<file path="src/rtl/turn_pkg.sv">
// Shared turn-signal definitions: direction codes and lever FSM states.
// Used by the lever conditioner and the lamp sequencer.
package turn_pkg;

    localparam logic [1:0] DIR_OFF = 2'b00;
    localparam logic [1:0] DIR_R   = 2'b01;
    localparam logic [1:0] DIR_L   = 2'b10;

    typedef enum logic [1:0] {
        OFF,
        LEFT,
        RIGHT,
        BOTH
    } state_e;

endpackage

</file>
<file path="src/rtl/sw_debounce.sv">
// One lever switch: 2-flop synchroniser followed by a counting debouncer.
// The stable output only flips after DEB_LEN consecutive differing samples.
module sw_debounce #(
    parameter int DEB_LEN = 4
) (
    input  logic i_clk,
    input  logic i_rst_n,
    input  logic i_sw,
    output logic o_stable
);

    localparam int CW = $clog2(DEB_LEN + 1);
    localparam logic [CW-1:0] CNT_LAST = CW'(DEB_LEN - 1);

    logic          r_s1;
    logic          r_s2;
    logic          r_stable;
    logic [CW-1:0] r_cnt;

    always_ff @(posedge i_clk or negedge i_rst_n) begin
        if (!i_rst_n) begin
            r_s1     <= 1'b0;
            r_s2     <= 1'b0;
            r_stable <= 1'b0;
            r_cnt    <= '0;
        end else begin
            r_s1 <= i_sw;
            r_s2 <= r_s1;
            if (r_s2 == r_stable) begin
                r_cnt <= '0;
            end else if (r_cnt == CNT_LAST) begin
                r_stable <= r_s2;
                r_cnt    <= '0;
            end else begin
                r_cnt <= r_cnt + 1'b1;
            end
        end
    end

    assign o_stable = r_stable;

endmodule

</file>
<file path="src/rtl/turn_lever_cond.sv">
// Turn lever conditioner: debounced left/right -> direction code D and step strobe TICK.
// FIRST_WINS_EN: when both levers are on, hold the direction that was active on entry.
module turn_lever_cond
    import turn_pkg::*;
#(
    parameter int DEB_LEN  = 4,
    parameter int TICK_DIV = 12_500_000
) (
    input  logic       CLK,
    input  logic       RST_N,
    input  logic       L_SW,
    input  logic       R_SW,
    output logic [1:0] D,
    output logic       TICK
);

    localparam int DW = $clog2(TICK_DIV);
    localparam logic [DW-1:0] DIV_MAX = DW'(TICK_DIV - 1);

    logic          w_l;
    logic          w_r;
    state_e        r_state;
    state_e        w_next;
    logic [1:0]    r_d;
    logic [1:0]    w_d_next;
    logic          w_restart;
    logic [DW-1:0] r_div;
    logic          r_tick;

    sw_debounce #(.DEB_LEN(DEB_LEN)) u_deb_l (
        .i_clk   (CLK),
        .i_rst_n (RST_N),
        .i_sw    (L_SW),
        .o_stable(w_l)
    );

    sw_debounce #(.DEB_LEN(DEB_LEN)) u_deb_r (
        .i_clk   (CLK),
        .i_rst_n (RST_N),
        .i_sw    (R_SW),
        .o_stable(w_r)
    );

    always_comb begin
        w_next   = OFF;
        w_d_next = DIR_OFF;
        unique case ({w_l, w_r})
            2'b10:   w_next = LEFT;
            2'b01:   w_next = RIGHT;
            2'b11:   w_next = BOTH;
            default: w_next = OFF;
        endcase
        unique case (w_next)
            LEFT:    w_d_next = DIR_L;
            RIGHT:   w_d_next = DIR_R;
            BOTH: begin
`ifdef FIRST_WINS_EN
                w_d_next = r_d;
`else
                w_d_next = DIR_OFF;
`endif
            end
            default: w_d_next = DIR_OFF;
        endcase
        // D can only move on a state transition; a new active code restarts pacing
        w_restart = (w_next != r_state) && (w_d_next != r_d)
                    && (w_d_next != DIR_OFF);
    end

    always_ff @(posedge CLK or negedge RST_N) begin
        if (!RST_N) begin
            r_state <= OFF;
            r_d     <= DIR_OFF;
            r_div   <= '0;
            r_tick  <= 1'b0;
        end else begin
            r_state <= w_next;
            r_d     <= w_d_next;
            if (w_d_next == DIR_OFF) begin
                r_div  <= '0;
                r_tick <= 1'b0;
            end else if (w_restart) begin
                r_div  <= '0;
                r_tick <= 1'b1;
            end else if (r_div == DIV_MAX) begin
                r_div  <= '0;
                r_tick <= 1'b1;
            end else begin
                r_div  <= r_div + 1'b1;
                r_tick <= 1'b0;
            end
        end
    end

    assign D    = r_d;
    assign TICK = r_tick;

endmodule

</file>
<file path="config.mk">
export PLATFORM = sky130hd
export DESIGN_NAME = turn_lever_cond
export DESIGN_NICKNAME = d
export VERILOG_FILES = /design/src/rtl/turn_pkg.sv /design/src/rtl/sw_debounce.sv /design/src/rtl/turn_lever_cond.sv
export SDC_FILE = /design/constraint.sdc
export NUM_CORES = 1
export LEC_CHECK = 0
export BUFFER_PORTS_ARGS = -buffer_cell sky130_fd_sc_hd__buf_2
export CAP_MARGIN = 10
export CORE_MARGIN = 4
export CORE_UTILIZATION = 48
export CTS_BUF_LIST = sky130_fd_sc_hd__clkbuf_4
export CTS_CLUSTER_DIAMETER = 50
export DETAILED_ROUTE_END_ITERATION = 12
export GPL_TIMING_DRIVEN = 0
export HOLD_SLACK_MARGIN = 0.05
export PLACE_DENSITY_LB_ADDON = 0.12
export SYNTH_ARGS = -nofsm -noshare
export SYNTH_HDL_FRONTEND = slang
export SYNTH_SLANG_ARGS = --single-unit
</file>
<file path="constraint.sdc">
create_clock -name CLK -period 4.07 [get_ports CLK]
set_clock_uncertainty 0.1 [all_clocks]
set_input_delay 0.814 -clock CLK [delete_from_list [all_inputs] [get_ports CLK]]
set_output_delay 0.814 -clock CLK [all_outputs]
set_load 0.01 [all_outputs]
</file>
### Yosys cells after proc, flatten, opt, wreduce, memory -nomap -nowiden

Index checks and enable logic that the tools add are counted.

* register bits after elaboration: 41

* add/sub/neg operators: 3
* equal/unequal tests: 12
* reductions and logical operators: 6
* bitwise gates (word level): 2
* multiplexer cells: 12

Operators with widths (number)
* 24-bit two-way mux: 3
* 24-bit by 1-bit adder with 24-bit output (second input constant): 1
* 24-bit == test (second input constant): 1
* 3-bit two-way mux: 4
* 3-bit by 1-bit adder with 3-bit output (second input constant): 2
* 2-bit == test (second input constant): 3
* 3-bit by 2-bit == test with 1-bit output (second input constant): 2
* 2-bit case mux with 3 select lines: 1
* 2-bit by 1-bit == test with 1-bit output (second input constant): 2
* 2-bit != test: 2
* 2-bit case mux with 2 select lines: 1
* 2-bit AND reduction: 2
* 1-bit two-way mux: 3
* 1-bit == test: 2
* 1-bit logical AND: 2
* 2-bit logical NOT: 1
* 1-bit inverter: 2
* 2-bit nonzero test: 1

### Logic depth before layout (Yosys ltp)

* word-level depth: 9
* gate-level depth with buffers: 7

### Cells and area by module

Synthesis repeated with hierarchy kept, for this count alone.

* cells, all modules: 174
* area total of the unflattened synthesis: 1985.7 um^2

By module, submodules not included
* turn_lever_cond: sequential area each 725.7 um^2, cells an instance 148, area each 1552.7 um^2, times used 1
* sw_debounce: sequential area each 150.1 um^2, cells an instance 13, area each 216.5 um^2, times used 2

### Worst setup path after synthesis

Ideal clock, no wire load.

* kind: reg2reg
* from: register r_div[0]
* to: register r_div[16]
* period minus slack after synthesis: 2.145 ns
* buffers on the path: 1
* stages on the path, launching flop included: 7
* setup slack: 1.925 ns
* arrival: 1.958 ns
* setup time: 0.088 ns
* path through: dfrtp_1 -> ha_1 -> nand4_4 -> or4_1 -> buf_2 -> or3_1 -> a211oi_2

* cells in the longest elaborated chain, start to end: 4
* elaborated cells on any way between the ends: 5
* classes of those cells: 1 x add/sub; 1 x eq/ne; 3 x mux

RTL lines
* start, declared: RTL line turn_lever_cond.sv:27 `logic [DW-1:0] r_div;`
* start signal, assigned: RTL line turn_lever_cond.sv:89 `r_div <= r_div + 1'b1;`
* 24-bit by 1-bit adder with 24-bit output or 24-bit == test (tied branches): RTL line turn_lever_cond.sv:89, turn_lever_cond.sv:85
* 24-bit two-way mux *: RTL line turn_lever_cond.sv:85 `end else if (r_div == DIV_MAX) begin`
* 24-bit two-way mux *: RTL line turn_lever_cond.sv:82 `end else if (w_restart) begin`
* 24-bit two-way mux *: RTL line turn_lever_cond.sv:79 `if (w_d_next == DIR_OFF) begin`

Every way passes the cells marked *; elsewhere a longest branch is shown, timed or not.
A chain may end at the register's enable or synchronous reset.

### Worst setup path in the final report

* from: register u_deb_r.r_stable (netlist: u_deb_r.o_stable)
* to: register r_div[3]

* cells in the longest elaborated chain, start to end: 9
* elaborated cells on any way between the ends: 15
* classes of those cells: 7 x eq/ne; 4 x mux; 4 x reduce/logical

RTL lines
* start, declared: RTL line sw_debounce.sv:17 `logic r_stable;`
* start signal, assigned: RTL line sw_debounce.sv:32 `r_stable <= r_s2;`
* 2-bit == test or 2-bit by 1-bit == test with 1-bit output (tied branches): RTL line turn_lever_cond.sv:47 `unique case ({w_l, w_r})`
* 2-bit case mux with 3 select lines *: RTL line turn_lever_cond.sv:47
* 2-bit == test or 2-bit by 1-bit == test with 1-bit output (tied branches): RTL line turn_lever_cond.sv:53 `unique case (w_next)`
* 2-bit case mux with 2 select lines *: RTL line turn_lever_cond.sv:53
* via w_d_next[1]: RTL line turn_lever_cond.sv:25 `logic [1:0] w_d_next;`
* 2-bit != test: RTL line turn_lever_cond.sv:66 `w_restart = (w_next != r_state) && (w_d_next != r_d)`
* 1-bit logical AND: RTL line turn_lever_cond.sv:66
* 1-bit logical AND: RTL line turn_lever_cond.sv:67 `&& (w_d_next != DIR_OFF);`
* 24-bit two-way mux: RTL line turn_lever_cond.sv:82
* 24-bit two-way mux *: RTL line turn_lever_cond.sv:79

Mark *: on every way through the listed nets, which the timed path passes. The rest lies on a longest branch.

==> flow_summary.toml <==
[route]
drc = 0
drt-pass1-iter-count = 4
vias = 1367
wirelength_um = 3580
drt_iter0_markers = 66
drt-vias-per-instance = 5.67
ant_nets = 0
wl_per_cell_um = 14.8

[yosys]
yosysWarnings = 0
ys.flop_type = "dfrtp_1"
syn_nets = 190
synth_cell_types = 31
ys_ff_latch = 41
netlist_area_um2 = 1950
synth_edf_count = 0
avgSynthCellArea_um2 = 10.9
synth_cells = 179
async_flop_share = 1.00
yosysSeqAreaShare = 0.525

[clocking]
htree_levels = 2
cts_buffers = 5
root_buffer = "clkbuf_4"
cts_tree = "built"
postCtsHoldBufs = 0
cts_buffer_depth = 2
worstSkewPairLatency_ns = 0.35
cts_setup_buffers = 0
cts_resized = 0
clk_pin_slew_ns = 0.13
cts_sinks = 41

[global_route]
antenna_found_initial = 0
grt_first_pass_wirelength_um = 6620
grt_overflow = 0
grt_use_total = 0.163
grt_max_degree = 42
grt_pass1_vias = 1422

[finish]
finalNetCount = 203
antenna_cells = 0
mostFrequentLayoutCells = "41 x dfrtp_1, 17 x nor3_1, 14 x o21ai_0"
drive_above_1_share = 0.135
layout_commonest_cell = "dfrtp_1"
n_fill_cell = 351
syn2layout_area_growth_pct = 8.90
post-route-util = 0.560

[timing]
post-route-period-util = 0.634
slew_headroom = 0.403
worst_pin_slew_ns = 0.896
layout_min_cycle_time_ns = 2.58
fin_ws_ns = 1.49
finalHoldViolations = 0
rsz0062_at_grt = "false"
fmax_mhz = 388
slew_violations = 0
tns_ns = 0
setup_viol = 0
hold_ws_ns = 0.267

[floorplan]
ios = 7
initial_core_util = 0.514
die_h_um = 71.8
dieArea_um2 = 5160
fp.coreArea_um2 = 3800
row_count = 22
dieWidth_um = 71.8

[setup_path]
critPathTopFamily = "buffers and inverters"
path_class = "reg -> reg"
critPathBufInv = 2
path_max_fanout = 10
cpPeakStageDelay_ns = 0.54
critPathLaunchType = "register"
ff2ff_setup_slack_ns = 1.49
cp_cell_sequence = "inv_1 > ha_1 > or2_2 > xnor2_1 > a21oi_1 > clkbuf_1 > nor3_1"
worstPathArrival_ns = 2.69
worst_path_max_delay_cell = "clkbuf_1"
endpoint_kind = "register"
critPathRequiredTime_ns = 4.18

[power_and_ir_drop]
p_per_area_nw_per_um2 = 538
ir_worst_vdd_mv = 0.325
p_leak_uw = 0.000863
power_uw = 1140

[job]
max_cap_viol_count = 0

[placement]
place_congestion = 0.773
portBuffers = 6
dpl.hpwl_um = 2510
dpl_worst_slack_ns = 1.52

[hold_path]
hold_class = "reg -> reg"

[run_status]
status = "finished, final reports clean"
[cells by family (layout without fill, tap and decap cells)]
group	count (synthesis)	count (layout)	synth area share
simple gates	73	73	0.222
flops	41	41	0.525
compound gates	29	29	0.108
xor+xnor	17	17	0.0762
buf+inv	12	26	0.0250
fa+ha+maj	7	7	0.0448
[Yosys cell counts, types with 2 or more instances]
master / n / area (um^2)
dfrtp_1: 41 / 1030
buf_2: 2 / 10.0
nand4_1: 4 / 25.0
clkbuf_1: 3 / 11.3
nand2_1: 9 / 33.8
xor2_1: 5 / 43.8
and4_1: 2 / 17.5
nor2_1: 3 / 11.3
nor4b_1: 2 / 17.5
a211oi_2: 6 / 75.1
nand3_1: 8 / 40.0
nor3_1: 17 / 85.1
nor2b_1: 4 / 25.0
nor4_1: 2 / 12.5
inv_1: 6 / 22.5
or3_1: 11 / 68.8
o21ai_0: 14 / 70.1
or4_1: 3 / 22.5
nor3b_1: 4 / 30.0
a211oi_1: 5 / 37.5
ha_1: 7 / 87.6
xnor2_1: 12 / 105
[state kept, by name (all words and copies together), names as in the netlist]
name,cells
u_deb_l.r_s1,1
u_deb_l.r_cnt,3
r_state,2
u_deb_l.o_stable,1
D,2
u_deb_r.r_cnt,3
u_deb_l.r_s2,1
u_deb_r.r_s1,1
TICK,1
u_deb_r.r_s2,1
u_deb_r.o_stable,1
r_div,24
[power by group]
| part | total (uW) | switching, uW | leakage [uW] | internal (uW) |
|---|---|---|---|---|
| clock | 272 | 134 | 0.0000459 | 137 |
| sequential | 506 | 40.9 | 0.000551 | 465 |
| combinational | 367 | 254 | 0.000266 | 113 |
| total | 1140 | 429 | 0.000863 | 715 |
[path summary, 6_finish.rpt]
path | from | endpoint | cells past startpoint
max reg2reg | u_deb_r.o_stable$_DFFE_PN0P_ | r_div[3]$_DFF_PN0_ | 7
max in group asynchronous | RST_N | r_div[9]$_DFF_PN0_ | 1
min in group asynchronous | RST_N | u_deb_r.r_cnt[1]$_DFF_PN0_ | 1
max | u_deb_r.o_stable$_DFFE_PN0P_ | r_div[3]$_DFF_PN0_ | 7
min reg2reg | u_deb_l.r_s1$_DFF_PN0_ | u_deb_l.r_s2$_DFF_PN0_ | 0
min | u_deb_l.r_s1$_DFF_PN0_ | u_deb_l.r_s2$_DFF_PN0_ | 0
[layer usage]
layer  vias to the layer above  wire [um]  track usage
li1                        675          -            -
met1                       667       1720        0.219
met2                        20       1690        0.253
met3                         5        118       0.0477
met4                         0         48       0.0501
met5                         -          0            0
[area by class of cell]
type | instances | area, um^2 | area share
plain buffers | 6 | 26.3 | 0.0123
clock buffers | 6 | 45.0 | 0.0212
clock inverters | 2 | 38.8 | 0.0182
inverters | 6 | 22.5 | 0.0106
multi-input cells | 126 | 880 | 0.413
flip-flops and latches | 41 | 1030 | 0.482
well taps | 48 | 60.1 | 0.0282
repair buffers | 6 | 30.0 | 0.0141
[per-stage QoR]
step | instances | instance area [um^2]
floorplan | 179 | 1950
global placement | 233 | 2040
detailed placement | 233 | 2040
CTS | 241 | 2130
global route | 241 | 2130
finish | 241 | 2130
No activity file was read; power rests on OpenSTA's default activity.
